<file path="src/rtl/surface_scheduler.sv">
// Scroll-tick and terrain-transition scheduler: clock divider, Galois LFSR and transition FSM.
// Define SURFACE_SCHED_RAMP_EN to enable the level counter and the divisor ramp.
module surface_scheduler #(
    parameter int          DIV_W       = 26,
    parameter int          DIV_START   = 12_500_000,
    parameter int          DIV_MIN     = 3_125_000,
    parameter int          DIV_STEP    = 312_500,
    parameter int          LEVEL_MOVES = 32,
    parameter int          GAP_INIT    = 8,
    parameter int          DIFF_MIN    = 2,
    parameter logic [15:0] SEED        = 16'hACE1
) (
    input  logic       Clk,
    input  logic       Rst,
    input  logic       Run,
    output logic       MoveTick,
    output logic       TransitionTick,
    output logic [3:0] TransitionDiff,
    output logic [3:0] Level
);

    localparam logic [15:0]      LFSR_INIT   = (SEED == 16'h0) ? 16'hACE1 : SEED;
    localparam logic [15:0]      LFSR_MASK   = 16'hB400;
    localparam logic [DIV_W-1:0] DIV_START_V = DIV_W'(DIV_START);
    localparam logic [3:0]       DIFF_MIN_V  = 4'(DIFF_MIN);
    localparam logic [4:0]       GAP_INIT_V  = 5'(GAP_INIT);

    typedef enum logic [1:0] {IDLE, ARM, ISSUE} state_t;

    state_t           state;
    logic [15:0]      lfsr;
    logic [15:0]      lfsr_next;
    logic [DIV_W-1:0] div_cnt;
    logic [DIV_W-1:0] cur_div;
    logic [4:0]       gap;
    logic [3:0]       raw;
    logic [3:0]       next_diff;
    logic [4:0]       gap_reload;
    logic             wrap;

    assign lfsr_next  = {1'b0, lfsr[15:1]} ^ (lfsr[0] ? LFSR_MASK : 16'h0);
    assign wrap       = Run && (div_cnt == cur_div - DIV_W'(1));
    assign next_diff  = (raw > DIFF_MIN_V) ? raw : DIFF_MIN_V;
    // Reload is at least diff+3 so the downstream generator is idle again before the next request.
    assign gap_reload = {1'b0, next_diff} + 5'd3 + {2'b00, lfsr[2:0]};

    always_ff @(posedge Clk) begin
        if (!Rst) begin
            state          <= IDLE;
            lfsr           <= LFSR_INIT;
            div_cnt        <= '0;
            gap            <= GAP_INIT_V;
            raw            <= 4'd0;
            MoveTick       <= 1'b0;
            TransitionTick <= 1'b0;
            TransitionDiff <= DIFF_MIN_V;
        end else begin
            MoveTick       <= 1'b0;
            TransitionTick <= 1'b0;
            if (Run) begin
                lfsr     <= lfsr_next;
                div_cnt  <= wrap ? '0 : div_cnt + DIV_W'(1);
                MoveTick <= wrap;
                case (state)
                    IDLE: begin
                        if (gap == 5'd0) begin
                            state <= ARM;
                        end else if (wrap) begin
                            gap <= gap - 5'd1;
                            if (gap == 5'd1) state <= ARM;
                        end
                    end
                    ARM: begin
                        raw   <= lfsr[3:0];
                        state <= ISSUE;
                    end
                    ISSUE: begin
                        // Hold off one cycle if a scroll pulse is due so the two never coincide.
                        if (!wrap) begin
                            TransitionDiff <= next_diff;
                            TransitionTick <= 1'b1;
                            gap            <= gap_reload;
                            state          <= IDLE;
                        end
                    end
                    default: state <= IDLE;
                endcase
            end
        end
    end

`ifdef SURFACE_SCHED_RAMP_EN
    localparam int               MC_W        = $clog2(LEVEL_MOVES + 1);
    localparam logic [DIV_W-1:0] DIV_MIN_V   = DIV_W'(DIV_MIN);
    localparam logic [DIV_W-1:0] DIV_STEP_V  = DIV_W'(DIV_STEP);
    localparam logic [DIV_W-1:0] DIV_FLOOR_V = DIV_W'(DIV_MIN + DIV_STEP);

    logic [MC_W-1:0] move_cnt;

    // The divisor changes only on a wrap, so the period in progress always runs to completion.
    always_ff @(posedge Clk) begin
        if (!Rst) begin
            move_cnt <= '0;
            Level    <= 4'd0;
            cur_div  <= DIV_START_V;
        end else if (wrap) begin
            if (move_cnt == MC_W'(LEVEL_MOVES - 1)) begin
                move_cnt <= '0;
                if (Level != 4'd15) Level <= Level + 4'd1;
                cur_div  <= (cur_div > DIV_FLOOR_V) ? cur_div - DIV_STEP_V : DIV_MIN_V;
            end else begin
                move_cnt <= move_cnt + MC_W'(1);
            end
        end
    end
`else
    assign cur_div = DIV_START_V;
    assign Level   = 4'd0;
`endif

endmodule

</file>
<file path="config.mk">
export PLATFORM = sky130hd
export DESIGN_NAME = surface_scheduler
export DESIGN_NICKNAME = d
export VERILOG_FILES = /design/src/rtl/surface_scheduler.sv
export SDC_FILE = /design/constraint.sdc
export NUM_CORES = 1
export LEC_CHECK = 0
export ABC_AREA = 0
export CAP_MARGIN = 15
export CORE_MARGIN = 2
export CORE_UTILIZATION = 35
export CTS_BUF_LIST = sky130_fd_sc_hd__clkbuf_16
export DETAILED_ROUTE_END_ITERATION = 10
export GPL_TIMING_DRIVEN = 0
export PLACE_DENSITY_LB_ADDON = 0.1
export RECOVER_POWER = 100
export SETUP_SLACK_MARGIN = 0.5
export SYNTH_ARGS = -nofsm -noshare
export SYNTH_HDL_FRONTEND = slang
export SYNTH_SLANG_ARGS = --single-unit
</file>
<file path="constraint.sdc">
create_clock -name Clk -period 2.1 [get_ports Clk]
set_input_delay 0.21 -clock Clk [delete_from_list [all_inputs] [get_ports Clk]]
set_output_delay 0.21 -clock Clk [all_outputs]
set_load 0.03 [all_outputs]
</file>
After elaboration in Yosys (flattened, before gate mapping)
Index checks and enable logic that the tools add are counted.

Register bits after elaboration: 59. Input bits: 3. Output and inout bits: 10. Word-level logic and storage cells: 47.

$add $sub $neg: 4. Magnitude comparators: 1. Equal/unequal tests: 9. Muxes and demuxes: 13. Bitwise operators: 2. Reductions and logical operators: 10.

Operator list (number): $add 26x1->26 const B (1); $eq 26x24->1 const B (1); $mux 26 (1); $mux 16 (1); $xor 15x16->16 (1); $mux 5 (3); $pmux 5 s2 (1); $mux 2 (4); $ne 2x2->1 const B (3); $ne 3x3->1 const B (2); $pmux 2 s3 (1); $reduce_and 3->1 (2); $add 4x2->5 const B (1); $add 5x3->5 (1); $eq 5x1->1 const B (1); $logic_not 5->1 (1); $reduce_and 5->1 (1); $sub 5x1->5 const B (1); $gt 4x2->1 const B (1); $mux 4 (1); $reduce_and 2->1 (2); $reduce_and 4->1 (1); $eq 2x1->1 const B (1); $eq 2x2->1 const B (1); 5 further kinds (5).

Logic depth before layout (Yosys ltp)
Word-level depth: 6. Mapped depth: 12. Gate-level depth less buffers: 12.

Least setup slack after synthesis
No wires, ideal clock.

Path type: register to register. Start: reg lfsr[0]. End: reg gap[3]. Setup time: 0.120 ns. Data arrival time: 2.191 ns. Required time: 1.980 ns. Setup slack: -0.211 ns. Stages on the path, launching flop included: 13. Buffers on the path: 1. Clock period less this slack: 2.311 ns. Cell sequence: dfxtp_1 -> clkbuf_1 -> inv_1 -> ha_1 -> inv_1 -> ha_1 -> inv_1 -> fa_1 -> xor2_1 -> nor2_1 -> a211oi_1 -> o21ai_0 -> a211o_1.

Longest elaborated chain between the ends: 3.

Ends and longest elaborated chain: from (decl) (RTL line 31) `logic [15:0] lfsr;`; from (signal assigned) (RTL line 61) `lfsr <= lfsr_next;`; $add 5x3->5 (RTL line 45) `assign gap_reload = {1'b0, next_diff} + 5'd3 + {2'b00, lfsr[2:0]};`; $mux 5 (RTL line 79) `if (!wrap) begin`; $pmux 5 s2 (RTL line 64) `case (state)`; to (signal assigned) (RTL line 69) `gap <= gap - 5'd1;`; to (signal assigned) (RTL line 82) `gap <= gap_reload;`; to (decl) (RTL line 35) `logic [4:0] gap;`.

No other way between the ends. The select of a mux whose other input is x is not followed. A chain may end at the register's enable or synchronous reset.

Final worst setup path
Start: reg div_cnt[8]. End: reg gap[2].

Longest elaborated chain between the ends: 4. Elaborated cells on any way between the ends: 5. Classes of those cells: 3 x eq/ne; 2 x reduce/logical.

Ends and longest elaborated chain: from (decl) (RTL line 33) `logic [DIV_W-1:0] div_cnt;`; from (signal assigned) (RTL line 62) `div_cnt <= wrap ? '0 : div_cnt + DIV_W'(1);`; $eq 26x24->1 * (RTL line 42) `assign wrap = Run && (div_cnt == cur_div - DIV_W'(1));`; $logic_and 1x1->1 * (RTL line 42); $ne 2x2->1 (no line); $reduce_and 5->1 (no line) *.

Mark *: on every way between the ends. The rest lies on a longest branch, timed or not.

==> metrics.csv <==
stage;metric;value;unit
run_status;status;finished with violations;
run_status;failed_checks;negative setup slack;
place;detailed_place_hpwl;4.21;mm
sta;skew;8.37;ps
setup_path;critPathKind;reg -> reg;
setup_path;r2r-end;gap[2];
sta;grt_setup_unrepaired;true;
setup_path;endpoint_kind;register;
routing;routed_wl;6.80;mm
sta;whs;318;ps
sta;hold_viol_final;0;
setup_path;worstPathMaxFanout;6;
global_route;gr-usage-all-layers;16.3;%
place;pre_cts_slack;-268;ps
finish;diodes;0;
die;die_h;95.0;um
cts;clock_latency;330;ps
place;dp_cells;450;
pwr;power.density;712;nW/um^2
yosys;ys_top_cells_by_area;dfxtp_1 (41%), nor2_1 (6.9%), xnor2_1 (6.3%);
global_route;grt-ovfl-total;0;
yosys;yosysTopAreaCell;dfxtp_1;
routing;remaining_drc_errors;0;
sta;drv_slew;0;
flow_run;maxCapViolations;0;
setup_path;arrival;2440;ps
yosys;ys_warn_count;0;
yosys;synth_top_area_share;40.7;%
place;routabilityCongestion;0.808;
pwr;vdd_drop_max;0.412;mV
cts;clkTransAtPathRegs;60;ps
setup_path;critPathRequiredTime;2310;ps
place;io_buffers;6;
sta;worstMarginPinSlew;743;ps
routing;dr_wl_met3;154;um
setup_path;reg2reg_depth;7;
sta;relSlewSlack;50.5;%
global_route;antenna_found_initial;0;
sta;timing.final.crit_share;106;%
setup_path;startpoint_type;register;
pwr;p_leak;1.49;nW
die;die_area;9030;sq um
yosys;avgSynthCellArea;8.63;sq um
cts;cts_buffers;9;
routing;ant_nets;0;
setup_path;rr_startpoint;div_cnt[8];
yosys;synthArstFlopShare;0;%
finish;drive_gt1_share;31.3;%
hold_path;hold_class;in -> reg;
yosys;ys_seq_elements;59;
hold_path;worstHoldStart;Run;
global_route;grt_pass1_wl;11.2;mm
routing;wl_met1;3.24;mm
sta;max_freq;450;MHz
hold_path;whs_path_depth;4;
die;core;8130;sq um
routing;vias;2449;
routing;met2_length;3.27;mm
die;start_util;35.7;%
setup_path;cp-startpoint;div_cnt[8];
routing;drt-wirelength-per-cell;13.7;um
routing;drt_iter0_drc;47;
finish;instances_no_fill;498;
yosys;netlist_instances;336;
cts;clock_sinks;59;
cts;cts_tree;built;
yosys;synthesis.area;2900;sq um
global_route;grt_max_degree;14;
routing;top_layer;met4;
yosys;synth_seq_area_share;40.7;%
yosys;synth_enable_flop_cells;0;
cts;clockRootBuffer;clkbuf_16;
global_route;grt_pass1_vias;2361;
cts;clockBufferDepth;2;
routing;dr.pass1.iters;4;
die;dieWidth;95.0;um
yosys;synth_flop_cell;dfxtp_1;
die;rows;33;
sta;finalSetupViolations;30;
sta;finalCriticalPeriod;2220;ps
die;ios;13;
yosys;synth_cell_types;52;
cts;h-tree-depth;3;
hold_path;holdPathEnd;div_cnt[2];
routing;avgViaCountPerCell;4.92;
finish;nets;402;
setup_path;reg2reg_slack;-120;ps
sta;setup_ws;-124;ps
finish;syn2layout_area_growth;37.6;%
cts;cts_hold_buf;0;
==> state kept, by name, indices dropped and copies added, names as in the netlist <==
signal          flops
state               2
lfsr               16
TransitionDiff      4
gap                 5
MoveTick            1
raw                 4
div_cnt            26
TransitionTick      1
==> routing by layer <==
| metal | GRT usage, % | vias to the layer above |
|---|---|---|
| li1 | - | 1248 |
| met1 | 20.4 | 1159 |
| met2 | 26.8 | 28 |
| met3 | 3.32 | 14 |
| met4 | 7.85 | 0 |
| met5 | 0 | - |
==> report_power, final <==
group          internal [mW]  switching [mW]  total [mW]
sequential              1.14          0.0156        1.15
combinational         0.0679          0.0916       0.159
clock                  0.940           0.588        1.53
total                   2.15           0.695        2.84
==> how the worst max path moves through the flow <==
stage,to,slack [ps],depth (start not counted)
final,gap[2],-120,7
after global routing,gap[3],-220,12
after CTS,gap[3],-200,12
after detailed placement,gap[3],-270,12
after global placement,gap[3],-260,12
after floorplan,gap[3],-30,12
==> worst max-delay path, stage by stage (launching register included) <==
cell and delay, ps:
dfxtp_4 350, or4_4 520, or3_4 350, buf_8 140, buf_6 110, or4_4 420, a21oi_2 140, o22ai_1 80
==> layout make-up <==
| class | instances | area, sq um |
|---|---|---|
| Sequential cell | 59 | 1210 |
| Buffer | 23 | 141 |
| Inverter | 16 | 60.1 |
| Clock inverter | 7 | 85.1 |
| Timing Repair Buffer | 38 | 345 |
| Fill cell | 809 | 4140 |
| Clock buffer | 9 | 225 |
| Tap cell | 105 | 131 |
| Multi-Input combinational cell | 241 | 1790 |
==> synth_stat cells, drive strengths merged (2+ instances only) <==
cell    number
buf         10
or3          3
nand4        4
nor3        15
o22ai        2
nand2b       2
nand2       23
or4          4
nand3       13
clkbuf      13
and3         7
inv         15
dfxtp       59
a21oi       11
o21ai       14
nand3b       2
ha          10
o211ai       3
and4         2
nor2        53
nor4         5
xnor2       21
xor2         8
mux2i       16
a211oi       3
==> timing repair <==
| action | 4_1_cts | 5_1_grt |
|---|---|---|
| setup buffers | 24 | 6 |
| resized for setup | 35 | 44 |
| setup endpoints to repair | 39 | 42 |
| cloned | 2 | 0 |
| pin swaps | 15 | 16 |
==> layout by cell type (no fill, tap or decap), types with 6 or more instances in the layout <==
cell type,count
a21oi_1,6
and3_1,6
buf_4,26
buf_8,6
clkbuf_1,14
clkbuf_16,9
dfxtp_1,48
dfxtp_2,6
ha_1,7
inv_1,12
mux2i_1,16
nand2_1,23
nand3_1,12
nor2_1,39
nor2_2,12
nor3_1,11
xnor2_1,21
xor2_1,8
==> cells by family (layout without fill, tap and decap cells) <==
logic type	count (synthesis)	in the layout	synth area share [%]
compound gates	40	40	8.97
xor+xnor	29	29	8.76
fa+ha+maj	11	11	5.00
buf+inv	39	93	6.43
flops	59	59	40.7
mux	16	16	5.52
other cells	1	4	0.129
simple gates	141	141	24.5
==> through the flow <==
step | setup TNS (ps) | area, sq um | power, mW | util [%]
4_1_cts | -2210 | 3830 | 2.87 | 47.1
5_1_grt | -3880 | 3990 | 2.94 | 49.1
3_3_place_gp | -3230 | 3200 | 1.31 | 39.4
3_5_place_dp | -3280 | 3200 | 1.31 | 39.4
6_report | -1790 | 3990 | 2.84 | 49.1
2_1_floorplan | -36.4 | 3010 | 1.29 | -
No activity file was read; power rests on OpenSTA's default activity.
